[config.mk]
export PLATFORM = sky130hd
export DESIGN_NAME = seq_mul32
export DESIGN_NICKNAME = d
export VERILOG_FILES = /design/src/rtl/seq_mul32.sv
export SDC_FILE = /design/constraint.sdc
export NUM_CORES = 1
export LEC_CHECK = 0
export ABC_AREA = 0
export CELL_PAD_IN_SITES_DETAIL_PLACEMENT = 0
export CELL_PAD_IN_SITES_GLOBAL_PLACEMENT = 1
export CORE_MARGIN = 3
export CORE_UTILIZATION = 44
export CTS_CLUSTER_DIAMETER = 60
export DETAILED_ROUTE_END_ITERATION = 7
export PLACE_DENSITY_LB_ADDON = 0.1
export SLEW_MARGIN = 20
export SYNTH_ARGS = -nofsm -noshare
export SYNTH_HDL_FRONTEND = slang
export SYNTH_HIERARCHICAL = 1
export SYNTH_SLANG_ARGS = --single-unit
[constraint.sdc]
create_clock -name clk -period 9.28 [get_ports clk]
set_clock_uncertainty 0.05 [all_clocks]
set_input_delay 0.928 -clock clk [delete_from_list [all_inputs] [get_ports clk]]
set_output_delay 0.928 -clock clk [all_outputs]
set_load 0.01 [all_outputs]
[src/rtl/seq_mul32.sv]
// seq_mul32: sequential 32x32 unsigned shift-add multiplier with a start/busy/done
// handshake, plus the 32-bit carry-lookahead adder (cla) that it is built around.
//
// seq_mul32 ports:
//   clk      in   1   rising-edge clock
//   rst      in   1   synchronous active-high reset
//   start    in   1   request, accepted in IDLE or DONE
//   a        in  32   multiplicand, captured on acceptance
//   b        in  32   multiplier, captured on acceptance
//   busy     out  1   high while running
//   done     out  1   one-cycle completion pulse
//   product  out 64   result, held until the next completion
//
// cla ports:
//   o     out 32   sum
//   cout  out  1   carry out
//   a, b  in  32   addends

// 32-bit adder: 4-bit lookahead groups chained through group generate/propagate.
module cla (
  output logic [31:0] o,
  output logic        cout,
  input  logic [31:0] a,
  input  logic [31:0] b
);

  logic [31:0] g;
  logic [31:0] p;
  logic [32:0] c;

  assign g = a & b;
  assign p = a ^ b;

  // Carries inside each group come straight from the group carry-in.
  always_comb begin
    c = '0;
    for (int i = 0; i < 8; i++) begin
      c[4*i+1] = g[4*i] | (p[4*i] & c[4*i]);
      c[4*i+2] = g[4*i+1] | (p[4*i+1] & g[4*i])
               | (p[4*i+1] & p[4*i] & c[4*i]);
      c[4*i+3] = g[4*i+2] | (p[4*i+2] & g[4*i+1])
               | (p[4*i+2] & p[4*i+1] & g[4*i])
               | (p[4*i+2] & p[4*i+1] & p[4*i] & c[4*i]);
      c[4*i+4] = (g[4*i+3] | (p[4*i+3] & g[4*i+2])
               | (p[4*i+3] & p[4*i+2] & g[4*i+1])
               | (p[4*i+3] & p[4*i+2] & p[4*i+1] & g[4*i]))
               | (p[4*i+3] & p[4*i+2] & p[4*i+1] & p[4*i] & c[4*i]);
    end
  end

  assign o    = p ^ c[31:0];
  assign cout = c[32];

endmodule

module seq_mul32 (
  input  logic        clk,
  input  logic        rst,
  input  logic        start,
  input  logic [31:0] a,
  input  logic [31:0] b,
  output logic        busy,
  output logic        done,
  output logic [63:0] product
);

  localparam int unsigned W    = 32;
  localparam int unsigned CW   = 6;
  localparam logic [CW-1:0] LAST = CW'(W - 1);

  typedef enum logic [1:0] {
    IDLE = 2'd0,
    RUN  = 2'd1,
    DONE = 2'd2
  } state_e;

  state_e          state_q, state_d;
  logic [W-1:0]    mcand_q, mcand_d;
  logic [W-1:0]    hi_q, hi_d;
  logic [W-1:0]    lo_q, lo_d;
  logic [CW-1:0]   cnt_q, cnt_d;
  logic [2*W-1:0]  product_q, product_d;

  logic [W-1:0]    add_b;
  logic [W-1:0]    sum_o;
  logic            sum_cout;
  logic [2*W-1:0]  shifted;

  // Add the multiplicand into the upper half only when the current multiplier bit is set.
  assign add_b = lo_q[0] ? mcand_q : '0;

  cla u_cla (
    .o    (sum_o),
    .cout (sum_cout),
    .a    (hi_q),
    .b    (add_b)
  );

  // 65-bit {cout, sum, lo} shifted right by one; the carry lands in hi[31].
  assign shifted = {sum_cout, sum_o, lo_q[W-1:1]};

  // Next-state and datapath update.
  always_comb begin
    state_d   = state_q;
    mcand_d   = mcand_q;
    hi_d      = hi_q;
    lo_d      = lo_q;
    cnt_d     = cnt_q;
    product_d = product_q;

    case (state_q)
      IDLE: begin
        if (start) begin
          mcand_d = a;
          lo_d    = b;
          hi_d    = '0;
          cnt_d   = '0;
          state_d = RUN;
        end
      end
      RUN: begin
        hi_d  = shifted[2*W-1:W];
        lo_d  = shifted[W-1:0];
        cnt_d = cnt_q + CW'(1);
        if (cnt_q == LAST) begin
          product_d = shifted;
          state_d   = DONE;
        end
      end
      DONE: begin
        if (start) begin
          mcand_d = a;
          lo_d    = b;
          hi_d    = '0;
          cnt_d   = '0;
          state_d = RUN;
        end else begin
          state_d = IDLE;
        end
      end
      default: begin
        state_d = IDLE;
      end
    endcase
  end

  // State and datapath registers.
  always_ff @(posedge clk) begin
    if (rst) begin
      state_q   <= IDLE;
      mcand_q   <= '0;
      hi_q      <= '0;
      lo_q      <= '0;
      cnt_q     <= '0;
      product_q <= '0;
    end else begin
      state_q   <= state_d;
      mcand_q   <= mcand_d;
      hi_q      <= hi_d;
      lo_q      <= lo_d;
      cnt_q     <= cnt_d;
      product_q <= product_d;
    end
  end

  assign busy    = (state_q == RUN);
  assign done    = (state_q == DONE);
  assign product = product_q;

endmodule

After elaboration in Yosys (flattened, before gate mapping)
Cells that the tools add are included.

Bits of input ports: 67. Word-level logic and storage cells: 231. Flip-flop bits (word level): 168.

Mux-type cells: 11. Equal/unequal tests: 6. Add/subtract/negate cells: 1. Bitwise operators: 200. Reductions and logical operators: 7.

Operator list (count): 32-bit case mux with 2 select lines (2); 1-bit bitwise AND (121); 32-bit two-way mux (3); 1-bit bitwise OR (76); 32-bit XOR (2); 32-bit bitwise AND (1); 6-bit case mux with 2 select lines (1); 2-bit AND reduction (4); 6-bit by 1-bit adder with 6-bit output (second input constant) (1); 6-bit by 5-bit equality test with 1-bit output (second input constant) (1); 6-bit two-way mux (1); 2-bit case mux with 3 select lines (1); 2-bit two-way mux (2); 2-bit by 1-bit inequality test with 1-bit output (second input constant) (2); 2-bit by 1-bit equality test with 1-bit output (second input constant) (1); 2-bit equality test (second input constant) (1); 2-bit zero test (1); 2-bit inequality test (second input constant) (1); 2-bit nonzero test (1); 2-bit OR reduction (1); 1-bit two-way mux (1).

Depth between registers and ports, before layout
Depth in word-level cells: 22. Depth in mapped cells: 14. Depth with buffers taken out: 13.

Modules after synthesis
The synthesis kept the hierarchy.

Modules (own cells, without submodules): seq_mul32 (area an instance 7189.4 sq um, times used 1, cells each 787); cla (area an instance 1388.8 sq um, times used 1, cells each 170).

Worst setup path after synthesis
No wires, ideal clock.

Path kind: register to register. From: register lo_q[0]. To: register product_q[52], in the netlist product[52]. Stages on the path, launching flop included: 15. Slack: 6232 ps. Clock period less this slack: 3048 ps. Library setup time: 72 ps. Path buffers: 1. Data arrival time: 2926 ps. Path through: dfxtp_1 -> clkbuf_1 -> and2_1 -> ha_1 -> a41oi_2 -> o21ai_2 -> a211oi_2 -> inv_2 -> a2111o_1 -> nand2_1 -> o21ai_1 -> fa_1 -> xor2_1 -> nand2b_1 -> mux2i_1.

Elaborated cells on any way between the ends: 58. Classes of those cells: mux (1); bitwise (57).

RTL lines: from (decl) (RTL line 80) `logic [W-1:0] lo_q, lo_d;`; from (signal assigned) (RTL line 160) `lo_q <= lo_d;`; 32-bit two-way mux (*) (RTL line 90) `assign add_b = lo_q[0] ? mcand_q : '0;`; via add_b[1] (RTL line 84) `logic [W-1:0] add_b;`; 32-bit bitwise AND / 32-bit XOR (equally long branches) (RTL line 31, 32); 1-bit bitwise AND (on tied branches) (RTL line 45, 46); 1-bit bitwise OR / 1-bit bitwise AND (equally long branches) (RTL line 45, 46); 1-bit bitwise OR (*) (RTL line 46) `| (p[4*i+3] & p[4*i+2] & p[4*i+1] & g[4*i]))`; 1-bit bitwise AND (*) (RTL line 47) `| (p[4*i+3] & p[4*i+2] & p[4*i+1] & p[4*i] & c[4*i]);`; 1-bit bitwise OR (*) (RTL line 47); [2 not listed]; 1-bit bitwise AND (*) (RTL line 47); 1-bit bitwise OR (*) (RTL line 47); 1-bit bitwise AND (*) (RTL line 47); 1-bit bitwise OR (*) (RTL line 47); 1-bit bitwise AND (*) (RTL line 38) `c[4*i+1] = g[4*i] | (p[4*i] & c[4*i]);`; 1-bit bitwise OR (*) (RTL line 38); 32-bit XOR (*) (RTL line 51) `assign o = p ^ c[31:0];`; via sum_o[21] (RTL line 85) `logic [W-1:0] sum_o;`; to (signal assigned) (RTL line 162) `product_q <= product_d;`; to (decl) (RTL line 82) `logic [2*W-1:0] product_q, product_d;`.

Mark *: on every way through the listed nets, which the timed path passes. The rest lies on a longest branch. A chain may end at the register's enable or synchronous reset.

Worst setup path after layout
From: register state_q[0]. To: output busy.

Word-level cells in the longest chain between the ends: 1.

Ends and longest elaborated chain: from (decl) (RTL line 77) `state_e state_q, state_d;`; from (signal assigned) (RTL line 157) `state_q <= state_d;`; 2-bit by 1-bit equality test with 1-bit output (RTL line 166) `assign busy = (state_q == RUN);`; to (decl) (RTL line 62) `output logic busy,`.

No other way between the ends.

==> flow_summary_export.csv <==
group,metric,value,unit
route,wire_per_inst,14.49,um
power,totalPowerFinal,1616,uW
floorplan,core,0.01896,mm2
global_routing,globalRouteTotalUtil,18.28,%
placement,dp_hpwl,12.31,mm
floorplan,dieArea,0.02121,mm2
route,firstDrtPassIters,4,
power,ir_drop,122.3,uV
timing,slew_headroom,34.92,%
global_routing,antenna_found_initial,0,
timing,timing.final.crit_share,50.77,%
finish,register_area,0.003367,mm2
floorplan,dieHeight,145.6,um
global_routing,grt_pass1_wl,32.75,mm
finish,final_common_cell,"dfxtp_1",
finish,layout-drive-gt1-share,4.748,%
yosys,synth_cells,957,
timing,final_hold_viol_count,0,
global_routing,grt_pass1_vias,6530,
yosys,synth-main-ff-cell,"dfxtp_1",
route,ant_nets,0,
cts,cts_hold_buffers,0,
yosys,syn_nets,1065,
route,dr_total_vias,6670,
cts,cts_resized,0,
yosys,ys_ff_latch,168,
outcome,status,"completed",
floorplan,die_w,145.6,um
flow_run,maxCapViolCount,0,
yosys,synth_xor_xnor_area_share,2.246,%
yosys,yosys-mux-area-fraction,11.46,%
finish,layout_common_cells,"dfxtp_1 (167), nand2b_1 (132), clkdlybuf4s50_1 (131)",
floorplan,row_count,50,
cts,h-tree-depth,4,
power,p_leak,0.003829,uW
route,vias_per_cell,5.080,
worst_setup_path,cp_max_fo,41,
finish,area_growth_syn_to_layout,21.88,%
global_routing,grt_max_degree,145,
yosys,synth_fa_ha_area_share,6.680,%
finish,antennaDiodeCount,0,
timing,finalMaxSlewViolations,0,
cts,tritoncts,"built",
min_path,hold_path_class,"flop to flop",
worst_setup_path,crit_type,"flop to output port",
cts,clk_path_buf_depth,2,
finish,nFillCells,1780,
yosys,netlist_area,0.008578,mm2
worst_setup_path,reg2reg_slack,4.89,ns
floorplan,start_util,45.25,%
timing,max_clock_freq,0.2122,GHz
yosys,synthArstFlopShare,0,%
cts,clk_latency,0.42,ns
route,drt_iter0_markers,388,
yosys,ys_types,54,
cts,cts.clk_slew.worst_paths,0.06,ns
cts,postCtsSetupRepairBufs,0,
timing,setup_viol,0,
placement,gp_congestion,0.7847,
finish,multi_input_area,0.004806,mm2
timing,rsz0062_at_grt,"false",
yosys,synthSimpleGateAreaFrac,23.79,%
power,p_per_area,154.5,mW/mm2
timing,setup_tns,0,ns
floorplan,ios,133,
yosys,ys_seq_area_share,39.21,%
global_routing,overflow,0,
worst_setup_path,cp-end-kind,"output port",
worst_setup_path,critical_path.startpoint_type,"flop",
worst_setup_path,crit_arrival,3.73,ns
cts,cts_buffers,17,
route,wl,19.03,mm
yosys,avgSynthCellArea,8.964,um2
worst_setup_path,crit_required,8.30,ns
finish,final_nets,1151,
timing,period_minus_slack,4.712,ns
placement,port_buffers,132,
cts,cts_root_buf,"clkbuf_16",
cts,cts_sinks,168,
yosys,synth_edf_count,0,
route,drc,0,
yosys,synth_top_family_by_area,"simple AND/OR/NAND/NOR gates",
timing,worst_pin_slew,0.9762,ns
yosys,synth_compound_area_share,11.67,%
yosys,yosys_warnings,6,
## report_power, final
group | internal [uW] | switching, uW | total [uW]
combinational | 75.5 | 84.4 | 160
sequential | 748 | 25.9 | 774
clock | 407 | 276 | 682
## layer usage
metal	share of wire (%)	global-route usage, %
met3	3.6	3.862
met2	45	29.35
met1	50	25.21
met4	1.1	4.701
met5	0	0
## kinds of logic (layout without fill, tap and decap cells)
group / count (synthesis) / in the layout
buf+inv: 79 / 175
xor+xnor: 22 / 22
mux: 98 / 98
simple gates: 388 / 388
fa+ha+maj: 41 / 41
compound gates: 161 / 161
flops: 168 / 168
## synth_stat cells (7+ instances only)
| cell type | instances | share of area (%) |
|---|---|---|
| dfxtp_1 | 168 | 39 |
| ha_1 | 33 | 4.8 |
| nor2_1 | 10 | 0.44 |
| fa_1 | 8 | 1.9 |
| and2_1 | 34 | 2.5 |
| nand2_1 | 112 | 4.9 |
| xnor2_1 | 7 | 0.71 |
| a211oi_1 | 33 | 2.9 |
| nand3_1 | 42 | 2.5 |
| a21oi_1 | 84 | 4.9 |
| nor3_1 | 33 | 1.9 |
| mux2i_1 | 96 | 11 |
| nand2b_1 | 133 | 9.7 |
| buf_2 | 30 | 1.8 |
| o21ai_0 | 10 | 0.58 |
| clkbuf_1 | 28 | 1.2 |
| xor2_1 | 15 | 1.5 |
## final timing paths
kind,start,cells after the start,endpoint
worst max-delay path,state_q[0],4,busy
worst min-delay path,mcand_q[27],2,mcand_q[27]
worst max register to register,state_q[0],6,product[18]
worst min register to register,mcand_q[27],2,mcand_q[27]
## critical path, stage by stage, from the launching register on
cell and delay (ns):
dfxtp_4 0.77, nand2b_2 0.65, inv_2 0.72, buf_4 0.52, clkdlybuf4s50_1 0.63
## registers in the layout, indices dropped and copies added (netlist names)
| name | flops |
|---|---|
| product | 64 |
| lo_q | 32 |
| hi_q | 32 |
| mcand_q | 32 |
| cnt_q | 6 |
| state_q | 2 |
## layout make-up
class | instances | share of cell area [%]
multi-input cells | 710 | 45.97
flip-flops and latches | 168 | 32.20
repair buffers | 138 | 13.08
clock buffers | 22 | 4.440
well taps | 260 | 3.112
clock inverters | 7 | 0.9095
inverters | 8 | 0.2872
## through the flow
step,utilization [%],cells,hold slack [ns],worst slack (ns),instance area (um2)
4_1_cts,55.13,1313,0.4045,4.007,10450
3_5_place_dp,52.18,1284,0.3954,4.338,9891
5_1_grt,55.16,1313,0.4211,4.242,10460
6_report,55.16,1313,0.4010,4.568,10460
2_1_floorplan,-,957,0.3817,6.232,8578
3_3_place_gp,52.18,1284,0.3873,4.450,9891
(Power assumes the default switching activity.)
